**config.mk**
```make
export PLATFORM = sky130hd
export DESIGN_NAME = ultrasonic_scheduler
export DESIGN_NICKNAME = d
export VERILOG_FILES = /design/src/rtl/ultrasonic_scheduler.sv
export SDC_FILE = /design/constraint.sdc
export NUM_CORES = 1
export LEC_CHECK = 0
export CORE_MARGIN = 5
export CORE_UTILIZATION = 30
export CTS_CLUSTER_SIZE = 12
export DETAILED_ROUTE_END_ITERATION = 8
export SLEW_MARGIN = 20
export SYNTH_ARGS = -nofsm -noshare
export SYNTH_HDL_FRONTEND = slang
export SYNTH_SLANG_ARGS = --single-unit
```
**constraint.sdc**
```tcl
create_clock -name clk -period 4.7 [get_ports clk]
set_clock_uncertainty 0.2 [all_clocks]
set_input_delay 1.175 -clock clk [delete_from_list [all_inputs] [get_ports clk]]
set_output_delay 1.175 -clock clk [all_outputs]
set_load 0.01 [all_outputs]
```
**src/rtl/ultrasonic_scheduler.sv**
```systemverilog
// Round-robin M->R->L ultrasonic ranger sequencer: trigger, echo timing, cm conversion.
// Latency: echo edge seen 3 clk after the pin moves; distance registered 1 clk after fall detect.
// No backpressure: results are free-running registers, overwritten on every measurement.
module ultrasonic_scheduler #(
    parameter int TRIG_CYC    = 500,
    parameter int CM_CYC      = 2900,
    parameter int TIMEOUT_CYC = 1500000,
    parameter int GAP_CYC     = 500000
) (
    input  logic       clk,
    input  logic       rst_n,
    input  logic       en,
    input  logic       echo_m,
    input  logic       echo_r,
    input  logic       echo_l,
    output logic       trig_m,
    output logic       trig_r,
    output logic       trig_l,
    output logic [7:0] dist_m,
    output logic [7:0] dist_r,
    output logic [7:0] dist_l,
    output logic [2:0] timeout,
    output logic       frame_done,
    output logic       frame_valid
);

    localparam int CNT_MAX = (TIMEOUT_CYC > GAP_CYC)
                           ? ((TIMEOUT_CYC > TRIG_CYC) ? TIMEOUT_CYC : TRIG_CYC)
                           : ((GAP_CYC > TRIG_CYC) ? GAP_CYC : TRIG_CYC);
    localparam int CNT_W = $clog2(CNT_MAX + 1);
    localparam int SUB_W = $clog2(CM_CYC + 1);

    typedef enum logic [2:0] {IDLE, TRIG, WAIT_RISE, MEASURE, GAP} state_t;

    state_t             state;
    logic [1:0]         sel;
    logic [2:0]         trig_q;
    logic [CNT_W-1:0]   cnt;
    logic [SUB_W-1:0]   sub_cnt;
    logic [7:0]         cm_cnt;
    logic [2:0]         echo_s1, echo_s2, echo_d;

    logic               e_now, e_prev, rise, fall, to_hit;
    logic [SUB_W-1:0]   sub_base, sub_nx;
    logic [7:0]         cm_base, cm_nx;
    logic               sub_wrap;
    logic               wr_en, wr_to;
    logic [7:0]         wr_val;
    logic [1:0]         sel_nx;

    function automatic logic [2:0] sel_onehot(input logic [1:0] s);
        return 3'b001 << s;
    endfunction

    assign {trig_l, trig_r, trig_m} = trig_q;

    // Only the selected channel's synchronized echo drives the edge detector.
    assign e_now  = echo_s2[sel];
    assign e_prev = echo_d[sel];
    assign rise   = e_now & ~e_prev;
    assign fall   = ~e_now & e_prev;
    assign to_hit = (cnt >= CNT_W'(TIMEOUT_CYC - 1));
    assign sel_nx = (sel == 2'd2) ? 2'd0 : sel + 2'd1;

    // The rise cycle is the first high cycle, so it counts from a zero base.
    assign sub_base = (state == MEASURE) ? sub_cnt : '0;
    assign cm_base  = (state == MEASURE) ? cm_cnt : 8'd0;
    assign sub_wrap = (sub_base == SUB_W'(CM_CYC - 1));
    assign sub_nx   = sub_wrap ? '0 : sub_base + SUB_W'(1);
    assign cm_nx    = (sub_wrap && cm_base != 8'hFF) ? cm_base + 8'd1 : cm_base;

    // A fall on the timeout cycle still reports the measured distance.
    always_comb begin
        wr_en  = 1'b0;
        wr_val = cm_cnt;
        wr_to  = 1'b0;
        if (state == MEASURE && fall) begin
            wr_en = 1'b1;
        end else if ((state == WAIT_RISE || state == MEASURE) && to_hit) begin
            wr_en  = 1'b1;
            wr_val = 8'hFF;
            wr_to  = 1'b1;
        end
    end

    always_ff @(posedge clk or negedge rst_n) begin
        if (!rst_n) begin
            state   <= IDLE;
            sel     <= 2'd0;
            trig_q  <= 3'b000;
            cnt     <= '0;
            sub_cnt <= '0;
            cm_cnt  <= 8'd0;
            echo_s1 <= 3'b000;
            echo_s2 <= 3'b000;
            echo_d  <= 3'b000;
        end else begin
            echo_s1 <= {echo_l, echo_r, echo_m};
            echo_s2 <= echo_s1;
            echo_d  <= echo_s2;
            case (state)
                IDLE: begin
                    if (en) begin
                        state  <= TRIG;
                        trig_q <= sel_onehot(sel);
                        cnt    <= '0;
                    end
                end
                TRIG: begin
                    if (cnt == CNT_W'(TRIG_CYC - 1)) begin
                        trig_q <= 3'b000;
                        state  <= WAIT_RISE;
                        cnt    <= '0;
                    end else begin
                        cnt <= cnt + CNT_W'(1);
                    end
                end
                WAIT_RISE, MEASURE: begin
                    if (wr_en) begin
                        state <= GAP;
                        cnt   <= '0;
                    end else begin
                        cnt <= cnt + CNT_W'(1);
                        if (state == MEASURE || rise) begin
                            state   <= MEASURE;
                            sub_cnt <= sub_nx;
                            cm_cnt  <= cm_nx;
                        end
                    end
                end
                GAP: begin
                    if (cnt == CNT_W'(GAP_CYC - 1)) begin
                        sel <= sel_nx;
                        cnt <= '0;
                        if (en) begin
                            state  <= TRIG;
                            trig_q <= sel_onehot(sel_nx);
                        end else begin
                            state <= IDLE;
                        end
                    end else begin
                        cnt <= cnt + CNT_W'(1);
                    end
                end
                default: state <= IDLE;
            endcase
        end
    end

    always_ff @(posedge clk or negedge rst_n) begin
        if (!rst_n) begin
            dist_m      <= 8'd0;
            dist_r      <= 8'd0;
            dist_l      <= 8'd0;
            timeout     <= 3'b000;
            frame_done  <= 1'b0;
            frame_valid <= 1'b0;
        end else begin
            frame_done <= 1'b0;
            if (wr_en) begin
                case (sel)
                    2'd0: begin
                        dist_m     <= wr_val;
                        timeout[0] <= wr_to;
                    end
                    2'd1: begin
                        dist_r     <= wr_val;
                        timeout[1] <= wr_to;
                    end
                    2'd2: begin
                        dist_l      <= wr_val;
                        timeout[2]  <= wr_to;
                        frame_done  <= 1'b1;
                        frame_valid <= 1'b1;
                    end
                    default: ;
                endcase
            end
        end
    end

endmodule
```
==> flow_summary_export.csv <==
group,metric,value,unit
yosys,yosys-top-cells-area,"dfrtp_1 (49%), nand2_1 (5.5%), o22a_1 (5.0%), o21ai_0 (4.3%), nor2_1 (2.4%)",
clock_network,post_cts_resize_count,0,
finish,postLayoutCellArea,5197,µm²
timing,setup_ws,1.400,ns
finish,fin_nets,492,
routing,wl_per_cell,15.79,µm
clock_network,path_clk_slew,0.07,ns
power,leakage,2.207,nW
critical_path,cp_slowest_stage_delay,0.67,ns
run,drv_cap,0,
yosys,synthXorXnorAreaFrac,0.9940,%
yosys,synth_edf_count,0,
yosys,ys_seq_area_share,49.42,%
global_route,grt_pass1_vias,3632,
routing,first_pass_iters,8,
routing,drcViolationCount,0,
routing,ant_nets,0,
floorplan,fp.coreArea,14480,µm²
place,gp_congestion,0.9377,
timing,setup-violations-final,0,
place,dpl_cell_area,4907,µm²
yosys,yosysTopAreaCell,"dfrtp_1",
power,peakVddDrop,0.2909,mV
yosys,yosys_register_bits,87,
timing,worst_slew_pin_slew,1.038,ns
place,dp_hpwl,7655,µm
yosys,synthArstFlopShare,100.0,%
yosys,synth_nets,465,
routing,num_vias,3606,
yosys,yosys.area.top_type_share,49.42,%
place,dp_cells,656,
routing,wl_met2,5329,µm
global_route,grt_usage,12.74,%
critical_path,arrival,3.31,ns
critical_path,setup.worst_path.end_class,"register",
routing,drt_iter0_markers,174,
timing,fin_tns_setup,0,ns
critical_path,crit_family,"simple AND/OR/NAND/NOR gates",
timing,slew_viol_final,0,
floorplan,io_pins,38,
power,powerDensity,415.4,nW/µm²
yosys,syn_inst,456,
yosys,synthAdderAreaFrac,1.079,%
timing,rsz0062_at_grt,"no",
global_route,antenna_found_initial,0,
floorplan,fp-row-count,44,
timing,holdWs,0.1444,ns
critical_path,rrSetupSlack,1.40,ns
power,p_total,2.159,mW
global_route,grt_pass1_wl,18580,µm
floorplan,dieArea,17210,µm²
timing,fmax,0.3031,GHz
critical_path,cp_num_buf_inv,0,
critical_path,crit_path_cell_trace,"and3b_1 -> and2_1 -> ha_1 -> nor3b_1 -> nand4_1 -> nor4_1 -> a31oi_1 -> o21ai_0 -> o31ai_1",
clock_network,hold_buffers,0,
timing,fin_crit,3.300,ns
clock_network,cts_sinks,87,
finish,finish.utilization,35.90,%
global_route,overflow,0,
timing,slew_headroom,30.15,%
yosys,synth_cell_type_count,57,
place,pre_cts_slack,1.436,ns
finish,antenna_cells,0,
yosys,syn-cell-area,4405,µm²
finish,final_cell_mix,"dfrtp_1 (87), nand2_1 (64), o21ai_0 (38)",
clock_network,clockBufferDepth,2,
critical_path,cp_slowest_cell,"nor4_1",
finish,syn_to_final_growth,17.98,%
yosys,synth_area_per_cell,9.661,µm²
routing,route.met3.wl,454,µm
timing,timing.final.crit_share,70.21,%
routing,dr.max_layer_used,"met4",
routing,wl_met1,4696,µm
yosys,synth_top_family_by_area,"simple AND/OR/NAND/NOR gates",
critical_path,required,4.71,ns
routing,via_per_inst,5.366,
yosys,yosys.area_share.simple,23.46,%
clock_network,h-tree-depth,3,
clock_network,post-cts-setup-buffer-count,0,
routing,drt-total-wl,10610,µm
worst_hold_path,hold_path.class,"register to register",
yosys,ys.flop_type,"dfrtp_1",
place,io_buffer_count,37,
finish,layout.cells.most_common,"dfrtp_1",
clock_network,numCtsBuffers,9,
timing,hold_viol,0,
clock_network,cts-root-buf,"clkbuf_16",
critical_path,crit_type,"register to register",
critical_path,critPathMaxFanout,13,
outcome,outcome,"finished clean",
clock_network,insertion_delay,0.34,ns
critical_path,cp-start-kind,"register",
floorplan,die_h,131.2,µm
yosys,synthMuxAreaShare,2.187,%
yosys,synth-compound-area-share,19.45,%
finish,layoutNonFillerInstCount,672,
floorplan,fp.dieW,131.2,µm
global_route,grt_max_degree,63,
clock_network,cts_tree,"done",
finish,drive_gt1_share,7.582,%
yosys,ys_warn_count,0,
floorplan,initial_utilization,30.43,%
-- flip-flops by register name, indices dropped and copies added, names as in the netlist --
register	count
timeout	3
trig_q	3
frame_done	1
cm_cnt	8
frame_valid	1
echo_s1	3
sub_cnt	12
dist_l	8
dist_m	8
dist_r	8
state	3
sel	2
echo_d	3
echo_s2	3
cnt	21
-- path summary, 6_finish.rpt --
| check | from | depth (start not counted) | end |
|---|---|---|---|
| setup / recovery | state[2] | 9 | cm_cnt[7] |
| hold / removal | echo_s1[1] | 0 | echo_s2[1] |
| setup reg to reg | state[2] | 9 | cm_cnt[7] |
| hold reg to reg | echo_s1[1] | 0 | echo_s2[1] |
| max in group asynchronous | rst_n | 2 | cm_cnt[3] |
| min in group asynchronous | rst_n | 1 | dist_m[7] |
-- power by group --
part	switching, mW	internal (mW)	total (mW)	leakage [nW]
sequential	0.0760	0.831	0.907	1.16
clock	0.320	0.369	0.689	0.137
combinational	0.346	0.218	0.564	0.905
-- logic make-up after synthesis --
logic type      count (synthesis)
simple gates                  199
compound gates                120
flops                          87
buf+inv                        32
mux                             9
xor+xnor                        5
fa+ha+maj                       4
-- layer usage --
metal	vias to the layer above	track usage (%)
li1	1732	-
met4	0	4.561
met3	9	3.479
met2	74	20.94
met5	-	0
met1	1791	16.11
-- synthesized netlist by cell type, types with 3 or more instances --
| master | instances |
|---|---|
| dfrtp_1 | 87 |
| nand2_1 | 64 |
| o21ai_0 | 38 |
| nor2_1 | 28 |
| o22a_1 | 25 |
| nand3_1 | 20 |
| nor3_1 | 16 |
| clkbuf_1 | 14 |
| and2_1 | 12 |
| o22ai_1 | 11 |
| inv_1 | 10 |
| a21oi_1 | 9 |
| and3_1 | 9 |
| o31ai_1 | 8 |
| nor2b_1 | 7 |
| nand2b_1 | 6 |
| nand4_1 | 6 |
| nor4_1 | 6 |
| o211ai_1 | 6 |
| mux2_2 | 5 |
| nor3b_1 | 5 |
| a31oi_1 | 4 |
| mux2i_1 | 4 |
| xor2_1 | 4 |
| buf_2 | 3 |
| buf_6 | 3 |
| ha_1 | 3 |
| o41ai_1 | 3 |
| or2_2 | 3 |
-- cell type report --
type | count | area [µm²]
flip-flops and latches | 87 | 2177
well taps | 184 | 230.2
fillers | 1474 | 9281
multi-input cells | 337 | 2087
inverters | 10 | 37.54
clock buffers | 9 | 225.2
clock inverters | 7 | 65.06
repair buffers | 38 | 375.4
-- worst register-to-register path: stages (launching register included) --
cell and delay, ns:
dfrtp_1 0.49, and3b_1 0.39, and2_1 0.19, ha_1 0.22
nor3b_1 0.20, nand4_1 0.36, nor4_1 0.67, a31oi_1 0.17
o21ai_0 0.18, o31ai_1 0.09
No activity file was read; power rests on OpenSTA's default activity.
